[config.mk]
export PLATFORM = sky130hd
export DESIGN_NAME = batch_issuer
export DESIGN_NICKNAME = d
export VERILOG_FILES = /design/src/rtl/batch_issuer.sv
export SDC_FILE = /design/constraint.sdc
export NUM_CORES = 1
export LEC_CHECK = 0
export BUFFER_PORTS_ARGS = -buffer_cell sky130_fd_sc_hd__buf_2
export CORE_ASPECT_RATIO = 1.2
export CORE_MARGIN = 4
export CORE_UTILIZATION = 50
export DETAILED_ROUTE_END_ITERATION = 10
export HOLD_SLACK_MARGIN = 0.02
export MAX_ROUTING_LAYER = met4
export PLACE_DENSITY = 0.77
export SYNTH_ARGS = -nofsm -noshare
export SYNTH_HDL_FRONTEND = slang
export SYNTH_SLANG_ARGS = --single-unit
[constraint.sdc]
create_clock -name clk -period 2.5 [get_ports clk]
set_input_delay 0.625 -clock clk [delete_from_list [all_inputs] [get_ports clk]]
set_output_delay 0.625 -clock clk [all_outputs]
set_load 0.03 [all_outputs]
[src/rtl/batch_issuer.sv]
// Purpose: drains one built SBR by walking SBR -> SRR chain -> request chain and
//          issuing each request to the DRAM command generator, then invalidates the SBR.
// Ports:   start/sbr_id/busy/done/error/issued_count control, three synchronous
//          table read ports (sbr_rd_*, srr_rd_*, req_rd_*), iss_* valid/ready issue
//          port, sbr_clr_* invalidate pulse.
// Latency: first issue 3*RD_LAT cycles after start, RD_LAT per request within an
//          SRR, 2*RD_LAT when crossing to the next SRR.
// Backpressure: iss_valid and all iss_* fields hold until iss_ready; traversal
//          stalls in ISSUE while the downstream is not ready.
module batch_issuer #(
    parameter int REQ_W  = 8,
    parameter int SRR_W  = 6,
    parameter int SBR_W  = 4,
    parameter int ROW_W  = 16,
    parameter int BG_W   = 2,
    parameter int BK_W   = 2,
    parameter int RD_LAT = 2
) (
    input  logic             clk,
    input  logic             rst_n,
    input  logic             start,
    input  logic [SBR_W-1:0] sbr_id,
    output logic             busy,
    output logic             done,
    output logic             error,
    output logic [REQ_W-1:0] issued_count,
    output logic [SBR_W-1:0] sbr_rd_addr,
    input  logic [SRR_W-1:0] sbr_rd_head_srr,
    input  logic [SRR_W-1:0] sbr_rd_row_count,
    input  logic [REQ_W-1:0] sbr_rd_total_requests,
    input  logic [BG_W-1:0]  sbr_rd_bank_group,
    input  logic [BK_W-1:0]  sbr_rd_bank,
    output logic [SRR_W-1:0] srr_rd_addr,
    input  logic [REQ_W-1:0] srr_rd_head_req,
    input  logic [REQ_W-1:0] srr_rd_count,
    input  logic [SRR_W-1:0] srr_rd_next_srr,
    output logic [REQ_W-1:0] req_rd_addr,
    input  logic [REQ_W-1:0] req_rd_next_req,
    input  logic [ROW_W-1:0] req_rd_row,
    output logic             iss_valid,
    input  logic             iss_ready,
    output logic [REQ_W-1:0] iss_req_id,
    output logic [ROW_W-1:0] iss_row,
    output logic [BG_W-1:0]  iss_bank_group,
    output logic [BK_W-1:0]  iss_bank,
    output logic             iss_row_first,
    output logic             iss_last,
    output logic             sbr_clr_en,
    output logic [SBR_W-1:0] sbr_clr_addr
);

    typedef enum logic [2:0] {
        IDLE, RD_SBR, RD_SRR, RD_REQ, ISSUE, CLEAR, DONE
    } state_t;

    // Wait counter terminal value: data is sampled on the RD_LAT-th edge
    // after the address register was loaded.
    localparam logic [2:0] LAT_M1 = 3'(RD_LAT - 1);

    state_t           state_q, state_d;
    logic [2:0]       wait_q, wait_d;
    logic [SBR_W-1:0] sbr_addr_q, sbr_addr_d;
    logic [SRR_W-1:0] srr_addr_q, srr_addr_d;
    logic [REQ_W-1:0] req_addr_q, req_addr_d;
    logic [SRR_W-1:0] rows_left_q, rows_left_d;
    logic [REQ_W-1:0] reqs_left_q, reqs_left_d;
    logic [REQ_W-1:0] total_q, total_d;
    logic [BG_W-1:0]  bg_q, bg_d;
    logic [BK_W-1:0]  bk_q, bk_d;
    logic [SRR_W-1:0] srr_next_q, srr_next_d;
    logic [REQ_W-1:0] req_next_q, req_next_d;
    logic             row_first_q, row_first_d;
    logic [REQ_W-1:0] issued_q, issued_d;
    logic             error_q, error_d;
    logic             iss_valid_q, iss_valid_d;
    logic [REQ_W-1:0] iss_req_id_q, iss_req_id_d;
    logic [ROW_W-1:0] iss_row_q, iss_row_d;
    logic [BG_W-1:0]  iss_bg_q, iss_bg_d;
    logic [BK_W-1:0]  iss_bk_q, iss_bk_d;
    logic             iss_row_first_q, iss_row_first_d;
    logic             iss_last_q, iss_last_d;

    logic             rd_hit;
    logic [SRR_W-1:0] rows_dec;

    assign rd_hit   = (wait_q == LAT_M1);
    assign rows_dec = rows_left_q - SRR_W'(1);

    always_comb begin
        state_d         = state_q;
        wait_d          = 3'd0;
        sbr_addr_d      = sbr_addr_q;
        srr_addr_d      = srr_addr_q;
        req_addr_d      = req_addr_q;
        rows_left_d     = rows_left_q;
        reqs_left_d     = reqs_left_q;
        total_d         = total_q;
        bg_d            = bg_q;
        bk_d            = bk_q;
        srr_next_d      = srr_next_q;
        req_next_d      = req_next_q;
        row_first_d     = row_first_q;
        issued_d        = issued_q;
        error_d         = error_q;
        iss_valid_d     = iss_valid_q;
        iss_req_id_d    = iss_req_id_q;
        iss_row_d       = iss_row_q;
        iss_bg_d        = iss_bg_q;
        iss_bk_d        = iss_bk_q;
        iss_row_first_d = iss_row_first_q;
        iss_last_d      = iss_last_q;

        case (state_q)
            IDLE: begin
                if (start) begin
                    sbr_addr_d = sbr_id;
                    error_d    = 1'b0;
                    issued_d   = '0;
                    state_d    = RD_SBR;
                end
            end

            RD_SBR: begin
                if (!rd_hit) begin
                    wait_d = wait_q + 3'd1;
                end else begin
                    total_d = sbr_rd_total_requests;
                    bg_d    = sbr_rd_bank_group;
                    bk_d    = sbr_rd_bank;
                    if (sbr_rd_row_count == '0) begin
                        // Nothing was built here; leave the entry alone.
                        error_d = 1'b1;
                        state_d = DONE;
                    end else begin
                        rows_left_d = sbr_rd_row_count;
                        srr_addr_d  = sbr_rd_head_srr;
                        state_d     = RD_SRR;
                    end
                end
            end

            RD_SRR: begin
                if (!rd_hit) begin
                    wait_d = wait_q + 3'd1;
                end else begin
                    srr_next_d = srr_rd_next_srr;
                    if (srr_rd_count == '0) begin
                        // Empty row: flag it and move straight to the next SRR,
                        // using the pointer just read rather than the stored one.
                        error_d     = 1'b1;
                        rows_left_d = rows_dec;
                        if (rows_dec != '0) begin
                            srr_addr_d = srr_rd_next_srr;
                            state_d    = RD_SRR;
                        end else begin
                            state_d = CLEAR;
                        end
                    end else begin
                        reqs_left_d = srr_rd_count;
                        req_addr_d  = srr_rd_head_req;
                        row_first_d = 1'b1;
                        state_d     = RD_REQ;
                    end
                end
            end

            RD_REQ: begin
                if (!rd_hit) begin
                    wait_d = wait_q + 3'd1;
                end else begin
                    req_next_d      = req_rd_next_req;
                    iss_req_id_d    = req_addr_q;
                    iss_row_d       = req_rd_row;
                    iss_bg_d        = bg_q;
                    iss_bk_d        = bk_q;
                    iss_row_first_d = row_first_q;
                    iss_last_d      = (reqs_left_q == REQ_W'(1)) &&
                                      (rows_left_q == SRR_W'(1));
                    iss_valid_d     = 1'b1;
                    state_d         = ISSUE;
                end
            end

            ISSUE: begin
                if (iss_ready) begin
                    issued_d    = issued_q + REQ_W'(1);
                    reqs_left_d = reqs_left_q - REQ_W'(1);
                    row_first_d = 1'b0;
                    iss_valid_d = 1'b0;
                    if (reqs_left_q != REQ_W'(1)) begin
                        req_addr_d = req_next_q;
                        state_d    = RD_REQ;
                    end else begin
                        // Last request of this SRR: the tail's next pointer is
                        // never followed, traversal length comes from counts only.
                        rows_left_d = rows_dec;
                        if (rows_dec != '0) begin
                            srr_addr_d = srr_next_q;
                            state_d    = RD_SRR;
                        end else begin
                            state_d = CLEAR;
                        end
                    end
                end
            end

            CLEAR: begin
                if (issued_q != total_q) begin
                    error_d = 1'b1;
                end
                state_d = DONE;
            end

            DONE: begin
                state_d = IDLE;
            end

            default: begin
                state_d = IDLE;
            end
        endcase
    end

    always_ff @(posedge clk or negedge rst_n) begin
        if (!rst_n) begin
            state_q         <= IDLE;
            wait_q          <= 3'd0;
            sbr_addr_q      <= '0;
            srr_addr_q      <= '0;
            req_addr_q      <= '0;
            rows_left_q     <= '0;
            reqs_left_q     <= '0;
            total_q         <= '0;
            bg_q            <= '0;
            bk_q            <= '0;
            srr_next_q      <= '0;
            req_next_q      <= '0;
            row_first_q     <= 1'b0;
            issued_q        <= '0;
            error_q         <= 1'b0;
            iss_valid_q     <= 1'b0;
            iss_req_id_q    <= '0;
            iss_row_q       <= '0;
            iss_bg_q        <= '0;
            iss_bk_q        <= '0;
            iss_row_first_q <= 1'b0;
            iss_last_q      <= 1'b0;
        end else begin
            state_q         <= state_d;
            wait_q          <= wait_d;
            sbr_addr_q      <= sbr_addr_d;
            srr_addr_q      <= srr_addr_d;
            req_addr_q      <= req_addr_d;
            rows_left_q     <= rows_left_d;
            reqs_left_q     <= reqs_left_d;
            total_q         <= total_d;
            bg_q            <= bg_d;
            bk_q            <= bk_d;
            srr_next_q      <= srr_next_d;
            req_next_q      <= req_next_d;
            row_first_q     <= row_first_d;
            issued_q        <= issued_d;
            error_q         <= error_d;
            iss_valid_q     <= iss_valid_d;
            iss_req_id_q    <= iss_req_id_d;
            iss_row_q       <= iss_row_d;
            iss_bg_q        <= iss_bg_d;
            iss_bk_q        <= iss_bk_d;
            iss_row_first_q <= iss_row_first_d;
            iss_last_q      <= iss_last_d;
        end
    end

    // busy drops on the edge entering DONE, the same edge that raises done.
    assign busy           = (state_q != IDLE) && (state_q != DONE);
    assign done           = (state_q == DONE);
    assign error          = error_q;
    assign issued_count   = issued_q;
    assign sbr_rd_addr    = sbr_addr_q;
    assign srr_rd_addr    = srr_addr_q;
    assign req_rd_addr    = req_addr_q;
    assign iss_valid      = iss_valid_q;
    assign iss_req_id     = iss_req_id_q;
    assign iss_row        = iss_row_q;
    assign iss_bank_group = iss_bg_q;
    assign iss_bank       = iss_bk_q;
    assign iss_row_first  = iss_row_first_q;
    assign iss_last       = iss_last_q;
    assign sbr_clr_en     = (state_q == CLEAR);
    assign sbr_clr_addr   = sbr_addr_q;

endmodule

After elaboration in Yosys (flattened, before gate mapping) --
Cells that the tools add are included.
Word-level totals: bits in registers 105, input bits 78, output and inout bits 65
Cells by class: add/sub/neg operators 4, equality and inequality tests 26, mux-type cells 53, reductions and logical operators 25
Operators with widths (count):
- 6-bit two-way mux | 14
- 8-bit two-way mux | 9
- 8-bit case mux with 2 select lines | 3
- 6-bit case mux with 3 select lines | 2
- 3-bit two-way mux | 11
- 2-bit != test, second input constant | 13
- 3-bit case mux with 6 select lines | 1
- 7-bit AND reduction | 2
- 1-bit two-way mux | 10
- 5-bit AND reduction | 2
- 3-bit == test, second input constant | 3
- 9-bit AND reduction | 1
- 8-bit by 1-bit adder with 8-bit output, second input constant | 1
- 8-bit by 1-bit == test with 1-bit output, second input constant | 1
- 8-bit zero test | 1
- 8-bit by 1-bit != test with 1-bit output, second input constant | 1
- 8-bit != test | 1
- 2-bit AND reduction | 4
- 8-bit by 1-bit subtractor with 8-bit output, second input constant | 1
- 3-bit by 1-bit == test with 1-bit output, second input constant | 2
- 3-bit by 2-bit == test with 1-bit output, second input constant | 2
- 6-bit by 1-bit == test with 1-bit output, second input constant | 1
- 6-bit zero test | 1
- 3-bit AND reduction | 2
- 14 further kinds | 19

Logic depth before layout (Yosys ltp) --
depth in word-level cells 6, depth in mapped cells 8, gate-level depth less buffers 7

Least setup slack after synthesis --
Ideal clock, no wire load.
path type input-to-reg, from in srr_rd_count[4], to reg srr_addr_q[0], in the netlist srr_rd_addr[0], setup time 125 ps, data arrival time 2099 ps, data required time 2375 ps, setup slack 275 ps, stages on the path 5, buffers on the path 0, path through or4_4 -> nor2_4 -> o21ai_2 -> nor3_4 -> mux2_4
Between the ends: cells in the longest elaborated chain, start to end 3
Ends and longest elaborated chain:
- start: declaration | RTL line 35 | input logic [REQ_W-1:0] srr_rd_count,
- 8-bit zero test | RTL line 147 | if (srr_rd_count == '0) begin
- 2-bit != test (no line)
- 9-bit AND reduction (no line)
- end signal: assignment | RTL line 252 | srr_addr_q <= srr_addr_d;
- end: declaration | RTL line 63 | logic [SRR_W-1:0] srr_addr_q, srr_addr_d;
Every way passes these cells. A chain may end at the register's enable or synchronous reset.

Final worst setup path --
from reg state_q[0], to out done
Between the ends: cells in the longest elaborated chain, start to end 1
Ends and longest elaborated chain:
- start: declaration | RTL line 60 | state_t state_q, state_d;
- start signal: assignment | RTL line 249 | state_q <= state_d;
- 3-bit == test | RTL line 276 | assign done = (state_q == DONE);
- end: declaration | RTL line 24 | output logic done,
Every way passes these cells.

==> impl_metrics.tcl <==
set metrics [dict create \
    syn_inst 451 \
    ctsHtreeMaxLevel 3 \
    die_area_mm2 0.01197 \
    finalHoldViolations 0 \
    relSlewSlack_pct 63.56 \
    final_util_pct 63.76 \
    p_sw_mw 3.685 \
    numPortBuffers 142 \
    gr-total-overflow 0 \
    antenna_found_initial 0 \
    synthArstFlopShare_pct 100.0 \
    via_per_inst 5.709 \
    timing.fmax_mhz 424.1 \
    netlist_area_mm2 0.005139 \
    core_region_area_mm2 0.01001 \
    ctsResizeCount 0 \
    swShare_pct 42.33 \
    finalPower_mw 8.704 \
    synth_seq_area_share_pct 51.13 \
    drtPass1Iterations 4 \
    slew_viol_final 0 \
    synth_top_cell_area_share_pct 51.13 \
    fin_tns_setup_ns 0 \
    synthTopCellsByArea "dfrtp_1, mux2_2, o22ai_1" \
    clkLatencyLatePin_ns 0.35 \
    dp_slack_ns 0.1246 \
    setup_ws_ns 0.1421 \
    status "finished clean" \
    hold_buffers 0 \
    cts_root_buf "clkbuf_16" \
    synth-edff-count 0 \
    cts-buffers-inserted 9 \
    min_path_type "input pin to async pin" \
    grt_pass1_wl_um 21340 \
    power.leakage_nw 2.961 \
    stdcell_count 729 \
    pin_count 143 \
    nets 681 \
    p_clk_share_pct 17.1 \
    drt-wirelength-per-cell_um 17.79 \
    ys_types 59 \
    power.internal_mw 5.019 \
    first_global_vias 4345 \
    timing.hold.ws_ns 0.2203 \
    clock_skew_ns 0.005532 \
    p_comb_share_pct 47.6 \
    drt_iter0_drc 267 \
    antenna_left 0 \
    clkSlewWorstSetupHoldPaths_ns 0.07 \
    p_seq_share_pct 35.3 \
    start_util_pct 51.34 \
    rsz0062_at_grt "no" \
    worstPathMaxFanout 14 \
    fin_area_mm2 0.006382 \
    syn2layout_area_growth_pct 24.20 \
    post-dp-hpwl_um 9614 \
    peakVddDrop_uv 802.3 \
    cts_tree "done" \
    worst_pin_slew_ns 0.5466 \
    drc 0 \
    cts_buffer_depth 2 \
    antenna_cells 0 \
    fin_crit_sh_pct 94.32 \
    syn_avg_cell_area_um2 11.39 \
    grt_max_degree 40 \
    yosysWarnings 0 \
    via_count 4162 \
    powerDensity_mw_per_mm2 1364 \
    die_h_um 119.1 \
    synth_ff_type "dfrtp_1" \
    place_congestion 0.9167 \
    cts.sink_count 105 \
    yosysTopAreaCell "dfrtp_1" \
    syn_nets 534 \
    rows 40 \
    crit_type "register to primary output" \
    setup_viol 0 \
    placedCellCount 713 \
    cp.required_ns 1.88 \
    setup.worst_path.start_class "register" \
    drive_above_1_share_pct 43.28 \
    fin_crit_ns 2.358 \
    routed_wl_um 12970 \
    endpoint_kind "primary output" \
    synth_seq_cells 105 \
    worstPathArrival_ns 1.73 \
    maxCapViolCount 0 \
    postPlaceCellArea_mm2 0.006070 \
    cts_setup_buffers 0 \
    track_usage_pct 22.99 \
    dieWidth_um 100.5 \
]
[synth_stat cells, types with 3 or more instances]
cell       instances
a211oi_1           6
o22a_1             8
o21ai_0           14
nor2_1            35
nand2_1           17
nand2b_1           3
buf_2              9
a2bb2oi_1          3
nor4_1             4
buf_4              9
mux2_2            59
nor3_1            11
and3_1             4
nand4_1            5
dfrtp_1          105
o22ai_1           23
a21oi_1           26
mux2i_1            3
a31oi_1            3
nand3_1            8
o21ai_1            6
xor2_1            13
xnor2_1            4
mux2_4             6
inv_1             10
ha_1               5
clkbuf_1           7
a22oi_1            3
[worst max-delay path, cell delays in order, from the launching register on]
cell,delay [ns]
dfrtp_1,0.65
inv_1,0.31
and3_1,0.26
buf_2,0.17
[registers in the layout (all words and copies together) (netlist names), 8 cells and up]
signal	flops
req_rd_addr	8
iss_req_id	8
iss_row	16
req_next_q	8
total_q	8
reqs_left_q	8
issued_count	8
[layer usage]
metal	track usage, %	wire length [µm]	vias up
li1	-	-	1946
met1	28.64	5246	2054
met2	37.35	6641	143
met3	4.628	875	19
met4	7.835	207	0
met5	-	0	-
[cell usage in the layout, fill, tap and decap left out, drive strengths merged, types with 13 or more instances in the layout]
cell	instances
o22ai	23
xor2	13
nor2	36
o21ai	22
buf	161
nor3	14
dfrtp	105
a21oi	26
inv	13
mux2	65
nand2	17
[power groups by stage]
| stage | clock network [mW] | registers [mW] | logic, mW |
|---|---|---|---|
| 2_1_floorplan | 0 | 3.73 | 2.30 |
| 3_3_place_gp | 0 | 3.03 | 4.02 |
| 3_5_place_dp | 0 | 3.10 | 4.15 |
| 4_1_cts | 1.51 | 3.07 | 4.17 |
| 5_1_grt | 1.58 | 3.18 | 4.49 |
| 6_report | 1.48 | 3.07 | 4.15 |
[final cells by class]
class,instances,area [µm²]
clock inverter,6,72.57
inverter,10,37.54
sequential,105,2629
multi-input combinational,311,2341
tap,126,157.7
fill,821,3627
clock buffer,10,239.0
timing repair buffer,161,905.9
[path summary, 6_finish.rpt]
path | startpoint | end | depth (start not counted) | slack, ns
setup / recovery | state_q[0] | done | 3 | 0.14
hold / removal | rst_n | srr_next_q[2] | 1 | 0.22
setup reg to reg | state_q[0] | srr_rd_addr[3] | 6 | 0.32
hold reg to reg | iss_valid | iss_valid | 1 | 0.49
max in group asynchronous | rst_n | reqs_left_q[3] | 2 | 1.68
min in group clk | iss_valid | iss_valid | 1 | 0.49
[cells by family (layout without fill, tap and decap cells)]
kind of cell,after synthesis,after routing,share of synthesized area [%]
and+or+nand+nor,110,110,11.96
buffers and inverters,35,187,3.433
DFF,105,105,51.13
muxes,68,68,15.27
AOI/OAI and AO/OA,111,111,14.10
xor gates and xnor gates,17,17,2.897
adders and majority gates,5,5,1.217
Note: power is estimated with default switching activity, not from simulation.
